--- config.mk ---
export PLATFORM = sky130hd
export DESIGN_NAME = io_bus_arbiter_flat
export DESIGN_NICKNAME = d
export VERILOG_FILES = /design/src/rtl/io_bus_arbiter_pkg.sv /design/src/rtl/io_bus_arbiter_if.sv /design/src/rtl/io_bus_arbiter_rr_arb2.sv /design/src/rtl/io_bus_arbiter.sv /design/src/flat_wrapper.sv
export SDC_FILE = /design/constraint.sdc
export NUM_CORES = 1
export LEC_CHECK = 0
export CAP_MARGIN = 20
export CORE_MARGIN = 10
export CORE_UTILIZATION = 50
export CTS_BUF_LIST = sky130_fd_sc_hd__clkbuf_8
export DETAILED_ROUTE_END_ITERATION = 8
export DONT_BUFFER_PORTS = 1
export PLACE_DENSITY = 0.73
export SLEW_MARGIN = 20
export SYNTH_ARGS = -nofsm -noshare
export SYNTH_HDL_FRONTEND = slang
export SYNTH_SLANG_ARGS = --single-unit
--- constraint.sdc ---
create_clock -name clk -period 1.85 [get_ports clk]
set_input_delay 0.185 -clock clk [delete_from_list [all_inputs] [get_ports clk]]
set_output_delay 0.185 -clock clk [all_outputs]
set_load 0.005 [all_outputs]
--- src/rtl/io_bus_arbiter_pkg.sv ---
// Shared definitions for the 8-bit memory-mapped I/O bus: default widths,
// peripheral addresses, arbiter state encoding and small helpers.
package io_bus_pkg;

    // Default bus geometry.
    localparam int IO_AW = 8;
    localparam int IO_DW = 8;

    // Fixed peripheral addresses decoded by the slave side.
    localparam logic [IO_AW-1:0] LED_ADDR = 8'h80;

    // Arbiter sequencing: wait for a request, drive the one-cycle slave
    // strobe, then return the ack (and read data) to the owning master.
    typedef enum logic [1:0] {
        IDLE  = 2'd0,
        ISSUE = 2'd1,
        RESP  = 2'd2
    } state_t;

    // Kind of transaction captured at grant time.
    typedef enum logic {
        OP_READ  = 1'b0,
        OP_WRITE = 1'b1
    } op_t;

    // One-hot select for a two-master index.
    function automatic logic [1:0] onehot2(input logic idx);
        return idx ? 2'b10 : 2'b01;
    endfunction

endpackage

--- src/rtl/io_bus_arbiter_if.sv ---
// Bundle of the two master request/response links and the single slave link
// of the I/O bus. Index 0 of every master vector is the CPU, index 1 the
// debug/loader port.
interface io_bus_arbiter_if #(
    parameter int AW = io_bus_pkg::IO_AW,
    parameter int DW = io_bus_pkg::IO_DW
);

    // Master side: level requests held until ack, registered responses.
    logic [1:0]         m_write;
    logic [1:0]         m_read;
    logic [1:0][AW-1:0] m_addr;
    logic [1:0][DW-1:0] m_dout;
    logic [1:0][DW-1:0] m_din;
    logic [1:0]         m_ack;

    // Slave side: one-cycle strobes, read data returned one cycle later.
    logic               s_write;
    logic               s_read;
    logic [AW-1:0]      s_addr;
    logic [DW-1:0]      s_dout;
    logic [DW-1:0]      s_din;

    // The arbiter sits between the masters and the slave.
    modport arb (
        input  m_write, m_read, m_addr, m_dout, s_din,
        output m_din, m_ack, s_write, s_read, s_addr, s_dout
    );

    // What the requesting masters see.
    modport master (
        output m_write, m_read, m_addr, m_dout,
        input  m_din, m_ack
    );

    // What the addressed peripheral sees.
    modport slave (
        input  s_write, s_read, s_addr, s_dout,
        output s_din
    );

endinterface

--- src/rtl/io_bus_arbiter_rr_arb2.sv ---
// Two-way round-robin pick. A master is eligible when it requests and is not
// masked; on contention the master that did not own the last transaction
// wins, so neither side can be starved.
module rr_arb2 (
    input  logic [1:0] i_req,
    input  logic [1:0] i_mask,
    input  logic       i_last,
    output logic       o_valid,
    output logic       o_winner
);

    logic [1:0] w_elig;

    assign w_elig  = i_req & ~i_mask;
    assign o_valid = |w_elig;

    // Sole eligible master wins outright; with two, alternate away from i_last.
    always_comb begin
        o_winner = i_last;
        case (w_elig)
            2'b01:   o_winner = 1'b0;
            2'b10:   o_winner = 1'b1;
            2'b11:   o_winner = ~i_last;
            default: o_winner = i_last;
        endcase
    end

endmodule

--- src/rtl/io_bus_arbiter.sv ---
// Two-master, one-slave arbiter for the 8-bit I/O bus. Exactly one
// transaction is in flight: grant in IDLE (or RESP), one-cycle slave strobe
// in ISSUE, ack pulse plus read data in RESP. RESP re-arbitrates with the
// just-acked master masked, so alternating masters get a strobe every 2 cycles.
module io_bus_arbiter
    import io_bus_pkg::*;
#(
    parameter int AW = IO_AW,
    parameter int DW = IO_DW
) (
    input  logic           clk,
    input  logic           rst,
    io_bus_arbiter_if.arb  bus,
    output logic           gnt,
    output logic           busy
);

    genvar gi;

    // Sequencer and captured-transaction registers.
    state_t             r_state;
    state_t             w_state_next;
    logic               r_gnt;
    logic               w_gnt_next;
    op_t                r_op;
    op_t                w_op_next;
    logic               r_busy;
    logic               w_busy_next;

    // Registered slave-side outputs.
    logic               r_s_write;
    logic               w_s_write_next;
    logic               r_s_read;
    logic               w_s_read_next;
    logic [AW-1:0]      r_s_addr;
    logic [AW-1:0]      w_s_addr_next;
    logic [DW-1:0]      r_s_dout;
    logic [DW-1:0]      w_s_dout_next;

    // Registered master-side responses.
    logic [1:0]         r_ack;
    logic [1:0]         w_ack_next;
    logic [1:0][DW-1:0] r_din;
    logic [1:0][DW-1:0] w_din_next;

    // Request decode and arbitration.
    logic [1:0]         w_req;
    logic [1:0]         w_is_write;
    logic [1:0]         w_mask;
    logic               w_arb_valid;
    logic               w_arb_winner;
    logic               w_take;

    // Write wins when a master raises write and read together.
    for (gi = 0; gi < 2; gi++) begin : g_req
        assign w_req[gi]      = bus.m_write[gi] | bus.m_read[gi];
        assign w_is_write[gi] = bus.m_write[gi];
    end

    // In RESP the acked master still holds its request for this cycle, so it
    // is excluded; a waiting peer therefore always goes next.
    assign w_mask = (r_state == RESP) ? onehot2(r_gnt) : 2'b00;

    rr_arb2 u_rr_arb2 (
        .i_req    (w_req),
        .i_mask   (w_mask),
        .i_last   (r_gnt),
        .o_valid  (w_arb_valid),
        .o_winner (w_arb_winner)
    );

    // Next-state and next-output decode; everything defaults to hold/idle.
    always_comb begin
        w_state_next   = r_state;
        w_gnt_next     = r_gnt;
        w_op_next      = r_op;
        w_s_write_next = 1'b0;
        w_s_read_next  = 1'b0;
        w_s_addr_next  = r_s_addr;
        w_s_dout_next  = r_s_dout;
        w_ack_next     = 2'b00;
        w_din_next     = r_din;
        w_take         = 1'b0;

        case (r_state)
            IDLE: begin
                w_take = w_arb_valid;
            end
            ISSUE: begin
                w_state_next = RESP;
                w_ack_next   = onehot2(r_gnt);
            end
            RESP: begin
                // Keep the returned read data so the master can still see it
                // after the ack cycle; a write leaves din untouched.
                if (r_op == OP_READ) begin
                    w_din_next[r_gnt] = bus.s_din;
                end
                w_state_next = IDLE;
                w_take       = w_arb_valid;
            end
            default: begin
                w_state_next = IDLE;
            end
        endcase

        // A grant captures the winner's op, address and data once; later
        // changes on its inputs do not touch the in-flight transaction.
        if (w_take) begin
            w_state_next   = ISSUE;
            w_gnt_next     = w_arb_winner;
            w_op_next      = w_is_write[w_arb_winner] ? OP_WRITE : OP_READ;
            w_s_write_next = w_is_write[w_arb_winner];
            w_s_read_next  = ~w_is_write[w_arb_winner];
            w_s_addr_next  = bus.m_addr[w_arb_winner];
            w_s_dout_next  = bus.m_dout[w_arb_winner];
        end

        w_busy_next = (w_state_next != IDLE);
    end

    // State register.
    always_ff @(posedge clk) begin
        if (!rst) begin
            r_state <= IDLE;
        end else begin
            r_state <= w_state_next;
        end
    end

    // Output and captured-transaction registers; reset aborts any transaction.
    always_ff @(posedge clk) begin
        if (!rst) begin
            r_gnt     <= 1'b1;
            r_op      <= OP_READ;
            r_busy    <= 1'b0;
            r_s_write <= 1'b0;
            r_s_read  <= 1'b0;
            r_s_addr  <= '0;
            r_s_dout  <= '0;
            r_ack     <= 2'b00;
            r_din     <= '0;
        end else begin
            r_gnt     <= w_gnt_next;
            r_op      <= w_op_next;
            r_busy    <= w_busy_next;
            r_s_write <= w_s_write_next;
            r_s_read  <= w_s_read_next;
            r_s_addr  <= w_s_addr_next;
            r_s_dout  <= w_s_dout_next;
            r_ack     <= w_ack_next;
            r_din     <= w_din_next;
        end
    end

    assign bus.s_write = r_s_write;
    assign bus.s_read  = r_s_read;
    assign bus.s_addr  = r_s_addr;
    assign bus.s_dout  = r_s_dout;
    assign gnt         = r_gnt;
    assign busy        = r_busy;

    // The slave registers its read data, so it only exists during RESP; it is
    // forwarded to the owner in the ack cycle and held in r_din afterwards.
    for (gi = 0; gi < 2; gi++) begin : g_master
        assign bus.m_ack[gi] = r_ack[gi];
        assign bus.m_din[gi] = (r_state == RESP && r_op == OP_READ && r_gnt == 1'(gi))
                               ? bus.s_din : r_din[gi];
    end

endmodule

--- src/flat_wrapper.sv ---
// flat-port wrapper written by rule: the top's interface ports become plain ports
module io_bus_arbiter_flat import io_bus_pkg::*;
#(
    parameter int AW = IO_AW,
    parameter int DW = IO_DW
)
  (clk, rst, gnt, busy, bus_m_write, bus_m_read, bus_m_addr, bus_m_dout, bus_s_din, bus_m_din, bus_m_ack, bus_s_write, bus_s_read, bus_s_addr, bus_s_dout);
  io_bus_arbiter_if #(.AW(AW), .DW(DW)) bus_i ();
  input  logic clk;
  input  logic rst;
  output logic gnt;
  output logic busy;
  input wire logic [$bits(bus_i.m_write)-1:0] bus_m_write;
  input wire logic [$bits(bus_i.m_read)-1:0] bus_m_read;
  input wire logic [$bits(bus_i.m_addr)-1:0] bus_m_addr;
  input wire logic [$bits(bus_i.m_dout)-1:0] bus_m_dout;
  input wire logic [$bits(bus_i.s_din)-1:0] bus_s_din;
  output wire logic [$bits(bus_i.m_din)-1:0] bus_m_din;
  output wire logic [$bits(bus_i.m_ack)-1:0] bus_m_ack;
  output wire logic [$bits(bus_i.s_write)-1:0] bus_s_write;
  output wire logic [$bits(bus_i.s_read)-1:0] bus_s_read;
  output wire logic [$bits(bus_i.s_addr)-1:0] bus_s_addr;
  output wire logic [$bits(bus_i.s_dout)-1:0] bus_s_dout;
  assign bus_i.m_write = bus_m_write;
  assign bus_i.m_read = bus_m_read;
  assign bus_i.m_addr = bus_m_addr;
  assign bus_i.m_dout = bus_m_dout;
  assign bus_i.s_din = bus_s_din;
  assign bus_m_din = bus_i.m_din;
  assign bus_m_ack = bus_i.m_ack;
  assign bus_s_write = bus_i.s_write;
  assign bus_s_read = bus_i.s_read;
  assign bus_s_addr = bus_i.s_addr;
  assign bus_s_dout = bus_i.s_dout;
  io_bus_arbiter #(.AW(AW), .DW(DW)) u_core (.clk(clk), .rst(rst), .bus(bus_i), .gnt(gnt), .busy(busy));
endmodule
-- After elaboration in Yosys (flattened, before gate mapping)
Index checks and enable logic that the tools add are counted.
- register bits after elaboration: 41
- output and inout bits: 38
- muxes and demuxes: 18
- order comparisons: 3
- equal/unequal tests: 5
- reductions and logical operators: 11
- bitwise gates (word level): 7
- operator list (operator ; number):
    $mux 8 ; 7
    $bwmux 16 ; 1
    $demux 8 s1 ; 1
    $eq 2x2->1 const B ; 3
    $mux 2 ; 3
    $reduce_and 2->1 ; 3
    $eq 2x1->1 const B ; 2
    $logic_and 1x1->1 ; 4
    $lt 1x2->1 const B ; 2
    $mux 1 ; 4
    $pmux 2 s2 ; 1
    $reduce_or 2->1 ; 2
    $not 1->1 ; 3
    $pmux 1 s3 ; 1
    $and 2x2->2 ; 1
    $logic_not 2->1 ; 1
    $not 2->2 ; 1
    $or 1x1->1 ; 2
    $reduce_bool 2->1 ; 1
    $ge 1x1->1 const B ; 1

-- Depth between registers and ports, before layout
- depth in word-level cells: 9
- depth in mapped cells: 7
- mapped depth without buffers: 5

-- Cells and area by module
A second synthesis with hierarchy kept.
- cells, all modules: 157
- area, all modules: 1649.1 um^2
- by module, submodules not included (module ; cells each ; area each (um^2) ; times used):
    io_bus_arbiter ; 153 ; 1620.3 ; 1
    rr_arb2 ; 4 ; 28.8 ; 1

-- Least setup slack after synthesis
OpenSTA, ideal clock, no wires.
- path type: register -> register
- from: register u_core.r_gnt, in the netlist u_core.gnt
- to: register u_core.r_din[10] in the netlist's numbering
- stages on the path, launching flop included: 6
- slack: 0.182 ns
- arrival time: 1.553 ns
- period minus slack after synthesis: 1.668 ns
- cell sequence: dfxtp_1 -> buf_6 -> inv_2 -> nor4b_4 -> mux2_2 -> and2_1
- longest elaborated chain between the ends: 5
- elaborated cells between the ends (all ways): 6
- RTL lines (item ; line ; RTL):
    start, declared ; io_bus_arbiter.sv:23 ; logic r_gnt;
    start signal, assigned ; io_bus_arbiter.sv:144 ; r_gnt <= w_gnt_next;
    $lt 1x2->1 (implied by the code) / $ge 1x1->1 (equally long branches) ; io_bus_arbiter.sv:97 ; w_din_next[r_gnt] = bus.s_din;
    $logic_and 1x1->1 (implied by the code) ; io_bus_arbiter.sv:97 ;
    $mux 8 (implied by the code) ; io_bus_arbiter.sv:97 ;
    $demux 8 s1 (*) ; - ;
    $bwmux 16 (*) ; io_bus_arbiter.sv:97 ;
    end signal, assigned ; io_bus_arbiter.sv:152 ; r_din <= w_din_next;
    end, declared ; io_bus_arbiter.sv:43 ; logic [1:0][DW-1:0] r_din;
Mark *: on every way between the ends. The rest lies on a longest branch, timed or not.
A chain may end at the register's enable or synchronous reset.

-- Worst setup path in the final report
- from: register u_core.r_gnt, in the netlist u_core.gnt
- to: output bus_m_din[8]
- longest elaborated chain between the ends: 2
- RTL lines (item ; line ; RTL):
    $logic_and 1x1->1 ; io_bus_arbiter.sv:167 ; assign bus.m_din[gi] = (r_state == RESP && r_op == OP_READ && r_gnt == 1'(gi))
    $mux 8 ; io_bus_arbiter.sv:168 ; ? bus.s_din : r_din[gi];
    end, declared ; flat_wrapper.sv:18 ; output wire logic [$bits(bus_i.m_din)-1:0] bus_m_din;
No other way between the ends.

==> results.toml <==
[run_status]
outcome = "completed"

[placed_design]
routabilityCongestion = 0.846
place_area_um2 = 1860
portBuffers = 0
dpl.hpwl_um = 3530
pre_cts_ws_ns = 0.108

[clocking]
htreeDepth = 2
root_buffer = "clkbuf_8"
cts_buffer_depth = 2
clk_pin_slew_worst_paths_ns = 0.07
clkSinkCount = 41
cts-buffers-inserted = 5
cts_tree = "built"
clk_latency_ns = 0.29

[timing]
worst_slew_pin_slew_ns = 0.645
period_share_pct = 94.1
setup_ws_ns = 0.109
rsz0062_at_grt = "false"
hold_viol = 0
fmax_ghz = 0.574
skew_ns = 0.00273
slew_violations = 0
min_period_ns = 1.74
finalSetupViolations = 0
slew_headroom_pct = 57.0
tns_ns = 0

[detailed_routing]
drc = 0
route.detailed.wl_per_inst_um = 20.2
wirelength_um = 4690
routed_via_density = 6.12
drtIter0Drc = 77
vias = 1419
drt_first_pass_iters = 4
antenna_left = 0

[synth]
synthesis.nets = 230
ys_async_sr_fraction_pct = 0
synth_area_per_cell_um2 = 9.88
yosys-top-cells-area = "dfxtp_1 45%, mux2_2 9.9%, o211a_1 8.8%"
netlist.area_leader.share_pct = 45.1
synth_most_common_cell = "dfxtp_1"
syn_area_um2 = 1820
synthFlopType = "dfxtp_1"
ys_types = 26
synth.ff_latch_count = 41
synth-edff-count = 0
synth_area_leader_cell = "dfxtp_1"
synth_warnings = 0
synth_common_cells = "41 x dfxtp_1, 18 x and2_1, 18 x nand3_1"
ys_seq_area_share_pct = 45.1
synthCells = 184

[pwr]
powerDensity_nw_per_um2 = 967
irDropWorstVdd_v = 0.000485
p_leak_nw = 0.911

[grt]
grt_pass1_vias = 1512
grt.total_usage_pct = 14.6
grt.overflow.total = 0
grt_max_degree = 37
grt_pass1_wl_um = 7440
antenna_found_initial = 0

[floorplanning]
die_y_um = 80.3
die_x_um = 80.3
start_util_pct = 53.2
row_count = 21
dieArea_um2 = 6450
ioPinCount = 84
core_um2 = 3420

[final_layout]
n_antenna_cell = 0
drive_gt1_share_pct = 21.5
nets = 231
area_delta_synth_final_pct = 9.29
design_area_um2 = 1990

[critical_path]
regToRegSetupSlack_ns = 0.23
endpoint_kind = "output pin"
r2r_start = "u_core.gnt$_SDFFE_PN1P_"
r2r_cells = 5
cp.arrival_ns = 1.56
crit_required_ns = 1.66
startpoint_type = "register"
critical_path_class = "register to output pin"
r2r_end = "u_core.bus.s_addr[1]$_SDFFE_PN0P_"
cp_max_fo = 8

[min_path]
hold-path-endpoint = "u_core.r_din[2]$_SDFFE_PN0P_"
hold_class = "input port to register"
min-delay-start = "rst"
min_delay_path_depth = 1

[job]
maxCapViolCount = 0
[placed cells by master, fill, tap and decap left out, drive strengths merged, types with 4 or more instances in the layout]
cell type  synthesis  final
nand3             18     18
clkbuf            11      7
mux2              16     16
and2              18     18
o21ai             18     18
dfxtp             41     41
nor2               5      5
inv                4      4
nand4             16     16
o211a             16     16
buf                5      9
[how the worst max path moves through the flow]
stage,start,depth (start not counted),end
6_report,u_core.gnt$_SDFFE_PN1P_,4,bus_m_din[8]
2_1_floorplan,u_core.gnt$_SDFFE_PN1P_,5,u_core.r_din[10]$_SDFFE_PN0P_
3_5_place_dp,u_core.gnt$_SDFFE_PN1P_,5,u_core.bus.s_addr[1]$_SDFFE_PN0P_
3_3_place_gp,u_core.gnt$_SDFFE_PN1P_,5,u_core.bus.s_addr[0]$_SDFFE_PN0P_
5_1_grt,u_core.gnt$_SDFFE_PN1P_,4,bus_m_din[10]
4_1_cts,u_core.gnt$_SDFFE_PN1P_,4,bus_m_din[8]
[metrics by stage]
stage	hold WS [ns]	utilization, %	power, mW	instances
final	0.0185	58.2	1.92	232
after global routing	0.00395	58.2	2.02	232
after CTS	0.00541	57.7	1.95	231
after detailed placement	0.284	54.4	1.31	222
after global placement	0.293	54.4	1.29	222
after floorplan	0.401	-	1.25	184
[flip-flops by register name, indices dropped and copies added (netlist names)]
signal / flops
u_core.r_din: 16
u_core.bus.s_addr: 8
u_core.bus.s_dout: 8
u_core.bus.m_ack: 2
u_core.r_state: 2
u_core.bus.s_read: 1
u_core.bus.s_write: 1
u_core.busy: 1
u_core.gnt: 1
u_core.r_op: 1
[worst max-delay path: stages, from the launching register on]
cell and delay, ns:
dfxtp_4 0.39, inv_2 0.07, nor4b_4 0.27, buf_6 0.17, mux2_2 0.37
[cell type report]
cell class,instances,area [um^2]
tap,46,57.6
inverter,4,15.0
fill,288,1430
sequential,41,825
multi-input combinational,123,907
clock buffer,7,96.3
clock inverter,1,5.00
timing repair buffer,10,81.3
[power breakdown]
part | internal, mW | switching (mW) | total, mW
Sequential | 0.953 | 0.0603 | 1.01
Clock | 0.337 | 0.290 | 0.627
Combinational | 0.132 | 0.150 | 0.282
Total | 1.42 | 0.500 | 1.92
[cell families (layout without fill, tap and decap cells)]
family                 after synthesis  after routing  share of synthesized area (%)
AO/OA/AOI/OAI                       40             40                           16.4
buffers and inverters               20             22                           5.16
flip-flops                          41             41                           45.1
AND/OR/NAND/NOR                     67             67                           23.4
multiplexers                        16             16                           9.91
[metal layers]
metal,vias up,global-route usage [%],routed length [um]
met4,0,7.39,81
met1,658,14.0,1590
met2,79,24.5,2380
li1,673,-,-
met5,-,0,0
met3,9,8.24,647
[timing repair]
| item | 4_1_cts | 5_1_grt |
|---|---|---|
| gates cloned | 0 | 0 |
| endpoints found under the hold margin | 1 | 0 |
| hold buffers | 1 | 0 |
| setup buffers | 0 | 1 |
| resized for setup | 1 | 2 |
| endpoints found under the setup margin | 8 | 8 |
(Power assumes the default switching activity.)
==> RTL edit, RTL diff (config.mk and constraints unchanged) <==
Set the package constant `IO_DW` to 7 (it was 8).
--- a/src/rtl/io_bus_arbiter_pkg.sv
+++ b/src/rtl/io_bus_arbiter_pkg.sv
@@ -4,7 +4,7 @@
 
     // Default bus geometry.
     localparam int IO_AW = 8;
-    localparam int IO_DW = 8;
+    localparam int IO_DW = 7;
 
     // Fixed peripheral addresses decoded by the slave side.
     localparam logic [IO_AW-1:0] LED_ADDR = 8'h80;
Ports: changed (resized bus_m_din, bus_m_dout, bus_s_din and bus_s_dout); port bits go from 84 to 78. No check against the original RTL was run, so the function may have changed too.
==> RTL edit against the unedited design <==
Synthesized area is 6.7% lower; power shrank 10%; combinational power is 5% lower; cell area fell by 7.9%; die area decreased by 5.1%; clock skew increased by 0.0037 ns; worst setup slack lost 0.00097 ns; routed wire length down 3.0%; critical path type unchanged; synthesized cell count fell by 6.5%; non-clock buffer count is 1 lower; sequential cell count decreased by 3.
==> RTL edit: results <==
export IMPL_swShare=0.271
export IMPL_vdd_ir_drop_max_mv=0.473
export IMPL_cts_buffers=5
export IMPL_crit_end="bus_m_din[5]"
export IMPL_avgSynthCellArea_um2=9.86
export IMPL_drt_iter0_markers=93
export IMPL_synth_seq_area_share=0.449
export IMPL_p_clk_frac=0.299
export IMPL_dp_hpwl_um=3400
export IMPL_ys_top_cells_by_count="dfxtp_1 (38), nand3_1 (17), and2_1 (16)"
export IMPL_routed_via_density=6.04
export IMPL_critPathSlowestCell="mux2_2"
export IMPL_startpoint="u_core.gnt"
export IMPL_cts_resized=0
export IMPL_reg2reg_to="u_core.bus.s_dout[5]"
export IMPL_grt_pass1_vias=1439
export IMPL_largest_reg_flops=14
export IMPL_grt_pass1_wl_um=7420
export IMPL_post_place_cells=211
export IMPL_n_fill_cell=317
export IMPL_netlist_top_cells_area="dfxtp_1 (45%), mux2_2 (9.3%), o211a_1 (8.9%)"
export IMPL_hold_end="u_core.r_din[13]"
export IMPL_antennaDiodeCount=0
export IMPL_slowest_delay_ns=0.36
export IMPL_regMostFlops="u_core.r_din"
export IMPL_fin_crit_ns=1.74
export IMPL_pwr_share_comb=0.156
export IMPL_path_max_fanout=10
export IMPL_synth_warnings=0
export IMPL_fin_skew_ns=0.00645
export IMPL_dr_pass1_iters=5
export IMPL_grt_max_degree=34
export IMPL_fin_nets=216
export IMPL_vias=1322
export IMPL_drive_gt1_frac=0.185
export IMPL_powerClk_mw=0.516
export IMPL_synth_ff_type="dfxtp_1"
export IMPL_cp_top_family="multiplexers"
export IMPL_wirelength_um=4550
export IMPL_routabilityCongestion=0.767
export IMPL_status="complete, no violations"
export IMPL_place_ws_ns=0.198
export IMPL_worstMarginPinSlew_ns=0.596
export IMPL_r2r_slack_ns=0.20
export IMPL_p_leak_nw=0.842
[RTL edit: changes by cell type after synthesis, moves of 2 or more]
cell,delta
mux2_2,-2
clkbuf_1,-3
buf_2,+2
and2_1,-2
dfxtp_1,-3
[RTL edit: layout make-up]
class,instances,area (µm²),share of cell area
Multi-Input combinational cell,115,846,0.462
Sequential cell,38,761,0.416
Timing Repair Buffer,9,73.8,0.0404
Clock buffer,5,68.8,0.0376
Tap cell,46,57.6,0.0315
Inverter,4,15.0,0.00821
Clock inverter,2,7.51,0.00410
[RTL edit: kinds of logic (layout without fill, tap and decap cells)]
kind of cell    Yosys count  in the layout  share of synthesized area
compound gates           38             38                      0.167
flops                    38             38                      0.449
simple gates             63             63                      0.237
mux                      14             14                     0.0930
buf+inv                  19             20                     0.0546
[RTL edit: per-layer routing]
layer,global-route usage,up-vias,wire (µm)
li1,-,629,-
met1,0.154,631,1680
met2,0.255,54,2290
met3,0.0820,8,500
met4,0.0609,0,90
met5,0,-,0
